`config.mk`:
```
export PLATFORM = sky130hd
export DESIGN_NAME = ring_counter
export DESIGN_NICKNAME = d
export VERILOG_FILES = /design/src/rtl/ring_counter.sv
export SDC_FILE = /design/constraint.sdc
export NUM_CORES = 1
export LEC_CHECK = 0
export BUFFER_PORTS_ARGS = -buffer_cell sky130_fd_sc_hd__buf_2
export CAP_MARGIN = 20
export CORE_AREA = 5 5 42 44
export CTS_CLUSTER_DIAMETER = 200
export DETAILED_ROUTE_END_ITERATION = 8
export DIE_AREA = 0 0 47 49
export SETUP_SLACK_MARGIN = 0.5
export SYNTH_ARGS = -nofsm -noshare
export SYNTH_HDL_FRONTEND = slang
export SYNTH_SLANG_ARGS = --single-unit
```
`constraint.sdc`:
```
create_clock -name clk -period 0.9 [get_ports clk]
set_input_delay 0 -clock clk [delete_from_list [all_inputs] [get_ports clk]]
set_output_delay 0 -clock clk [all_outputs]
set_load 0.005 [all_outputs]
```
`src/rtl/ring_counter.sv`:
```
// ring_counter: one-hot ring counter with binary hot-bit index, wrap pulse and one-hot error flag.
// Optional RING_SELF_CORRECT_EN: flag non-one-hot q and reload SEED on the next edge.
module ring_counter #(
    parameter int              WIDTH    = 4,
    parameter logic [WIDTH-1:0] SEED    = WIDTH'(1),
    parameter bit              DIR_LEFT = 1'b1
) (
    input  logic                     clk,
    input  logic                     reset,
    output logic [WIDTH-1:0]         q,
    output logic [$clog2(WIDTH)-1:0] pos,
    output logic                     wrap,
    output logic                     err
);
    localparam int PW = $clog2(WIDTH);
    localparam logic [PW-1:0] LAST = PW'(WIDTH - 1);

    function automatic logic [PW-1:0] idx(input logic [WIDTH-1:0] v);
        idx = '0;
        for (int i = 0; i < WIDTH; i++)
            if (v[i]) idx = PW'(i);
    endfunction

    localparam logic [PW-1:0] SEED_POS = idx(SEED);

    if (WIDTH < 2 || WIDTH > 32) begin : g_bad_width
        $error("ring_counter: WIDTH must be in 2..32");
    end
    if (SEED == '0 || (SEED & (SEED - 1'b1)) != '0) begin : g_bad_seed
        $error("ring_counter: SEED must be one-hot");
    end

    logic [WIDTH-1:0] rot, q_nxt;
    logic [PW-1:0]    pos_rot, pos_nxt;
    logic             wrap_nxt;

    always_comb begin
        rot     = DIR_LEFT ? {q[WIDTH-2:0], q[WIDTH-1]} : {q[0], q[WIDTH-1:1]};
        pos_rot = DIR_LEFT ? ((pos == LAST) ? '0 : pos + PW'(1))
                           : ((pos == '0) ? LAST : pos - PW'(1));
`ifdef RING_SELF_CORRECT_EN
        err      = $countones(q) != 1;
        q_nxt    = err ? SEED : rot;
        pos_nxt  = err ? SEED_POS : pos_rot;
        wrap_nxt = !err && rot == SEED;
`else
        err      = 1'b0;
        q_nxt    = rot;
        pos_nxt  = pos_rot;
        wrap_nxt = rot == SEED;
`endif
    end

    always_ff @(posedge clk or posedge reset)
        if (reset) begin
            q    <= SEED;
            pos  <= SEED_POS;
            wrap <= 1'b0;
        end else begin
            q    <= q_nxt;
            pos  <= pos_nxt;
            wrap <= wrap_nxt;
        end
endmodule

```
==> metrics.md <==
| Metric | Value |
|---|---|
| Final Power | 0.599 mW |
| Crit path capture type | output pin |
| Largest net degree at the start of global routing | 8 |
| Pwr Density | 1780 nW/µm² |
| Fmax | 1160 MHz |
| YS warnings | 0 |
| Synth area leaders | dfrtp_1, dfstp_2, nor4b_2 |
| Vias in the first global route | 132 |
| Total placed cells including tap cells | 36 |
| Setup TNS | 0 ns |
| Max VDD drop | 0.404 mV |
| Final Setup Violations | 0 |
| Worst hold path class | in2async |
| Core area | 1400 µm² |
| Antenna viol nets, final | 0 |
| Seq/Total Area, Yosys | 79.2% |
| Area share of the largest cell type after synthesis | 67.4% |
| Clk pin slew, worst setup/hold paths | 0.05 ns |
| DP Area | 278 µm² |
| Clock root cell | clkbuf_4 |
| Via density per instance | 3.12 |
| Worst-path cell chain | buf_6 |
| Initial DRC Count | 0 |
| Critical path arrival | 0.86 ns |
| Chip height | 49 µm |
| CP Max Fanout | 2 |
| Slowest CP cell | dfstp_2 |
| Unique cell type count in the Yosys netlist | 8 |
| Layout cells sized above 1 | 68.0% |
| Setup WS pre-CTS | 0.142 ns |
| Buf+Inv Stages, Crit Path | 1 |
| Final Util | 24.0% |
| Inserted Diodes | 0 |
| Skew final | 0.00213 ns |
| First-pass GRT wire length | 552 µm |
| Number of I/O port buffers | 8 |
| Status | finished with violations |
| Fin worst setup slack | 0.0351 ns |
| Failing checks | negative hold slack |
| Initial antenna violation count | 0 |
| Final WL | 379 µm |
| Largest area contributor in the netlist | dfrtp_1 |
| Slew Viols, Final | 0 |
| Leakage dissipation | 0.173 nW |
| CP startpoint kind | flip-flop |
| H-tree levels | 1 |
| Filler Cells Inserted | 168 |
| Slowest stage delay, CP | 0.53 ns |
| Total GRT Usage | 4.04% |
| CTS tree | done |
| Area Overhead vs Synth | 51.1% |
| Initial Util | 15.9% |
| Hold Violations, Final | 7 |
| Die area | 2300 µm² |
| TritonCTS Buffers | 3 |
| Worst R2R Path Depth | 2 |
| Critical Path RT | 0.90 ns |
| Total grt overflow | 0 |
| GPL Wtd Cong | 0.608 |
| WL/cell | 9.24 µm |
| RSZ-0062 raised after global routing | yes |
| Final nets | 29 |
| Gate Count Post-Synth | 13 |
| Pre-antenna DRT Iters | 1 |
| Worst-Skew Late Latency | 0.24 ns |
| Final min period | 0.865 ns |
| R2R Path End | wrap$_DFF_PP0_ |
| Top Ports | 10 |
| Syn_area_per_cell | 17.1 µm² |
| Mapped Area | 223 µm² |
| Drt drc | 0 |
| Post-route cell area | 337 µm² |
| Chip Width | 47 µm |
| #FFs+latches synth | 7 |
| Final Instance Count excl. Fillers | 41 |
| Reg2Reg Launch Point | q[0]$_DFF_PP1_ |
| Row count | 14 |
| Setup CP Type | reg2out |
| Synthesized Nets | 16 |
| Longest Clk Path Bufs | 2 |
| Total number of vias | 128 |
| Hold slack | -0.325 ns |
| Reg2reg setup slack | 0.10 ns |
| Top delay family on crit path | flip-flops |
| Max_cap viols | 0 |
| Clock sinks | 7 |
| Tcrit/Tclk final | 96.1% |
metal layers:
metal	wire, µm	GRT usage, %	vias to the layer above
met2	130	3.39	10
met3	80	4.80	0
li1	-	-	61
met4	0	4.15	0
met1	169	4.49	57
met5	0	0	-
registers in the layout (all words and copies together), names as in the netlist:
register and cells:
pos 2, q 4, wrap 1
power breakdown:
| part | switching, mW | internal [mW] |
|---|---|---|
| Sequential | 0 | 0.315 |
| Clock | 0.106 | 0.169 |
| Combinational | 0.00736 | 0.00182 |
synth_stat cells:
cell type and n:
conb_1 1, dfrtp_1 6, dfstp_2 1, nor2_1 1
buf_4 1, inv_1 1, ha_1 1, nor4b_2 1
cell usage in the layout, fill, tap and decap left out:
cell type and n:
buf_4 1, inv_1 1, buf_2 7, dfrtp_1 5, buf_6 1, clkbuf_4 3
ha_4 1, nor2_4 1, dfrtp_2 1, nor4b_2 1, conb_1 1, dfstp_2 1
clkbuf_1 1
final cells by class:
cell class | instances | area (µm²) | area share (%)
Inverter | 1 | 3.75 | 1.12
Sequential cell | 7 | 178 | 52.8
Multi-Input combinational cell | 4 | 55.1 | 16.4
Tap cell | 16 | 20.0 | 5.95
Clock buffer | 4 | 26.3 | 7.81
Timing Repair Buffer | 9 | 53.8 | 16.0
cells by family (layout without fill, tap and decap cells):
family	after synthesis	after routing	share of synthesized area (%)
adder cells (fa/ha/maj)	1	1	5.62
buffers and inverters	2	14	5.06
flip-flops	7	7	79.2
other	1	1	1.68
AND/OR/NAND/NOR	2	2	8.42
timing repair:
item / 4_1_cts / 5_1_grt
pin swaps: 1 / 0
endpoints found under the hold margin: 7 / 7
resized for setup: 2 / 3
setup buffers: 1 / 0
setup endpoints to repair: 14 / 14
worst max path at each step:
| stage | startpoint | endpoint | slack, ns | cells past startpoint |
|---|---|---|---|---|
| 3_5_place_dp | pos[1]$_DFF_PP0_ | pos[1]$_DFF_PP0_ | 0.14 | 1 |
| 6_report | q[0]$_DFF_PP1_ | q[0] | 0.04 | 1 |
| 3_3_place_gp | pos[0]$_DFF_PP0_ | pos[1]$_DFF_PP0_ | 0.15 | 1 |
| 4_1_cts | q[0]$_DFF_PP1_ | q[0] | 0.02 | 1 |
| 5_1_grt | q[0]$_DFF_PP1_ | q[0] | 0.002 | 1 |
| 2_1_floorplan | pos[1]$_DFF_PP0_ | pos[1]$_DFF_PP0_ | 0.14 | 1 |
Note: power is estimated with default switching activity, not from simulation.
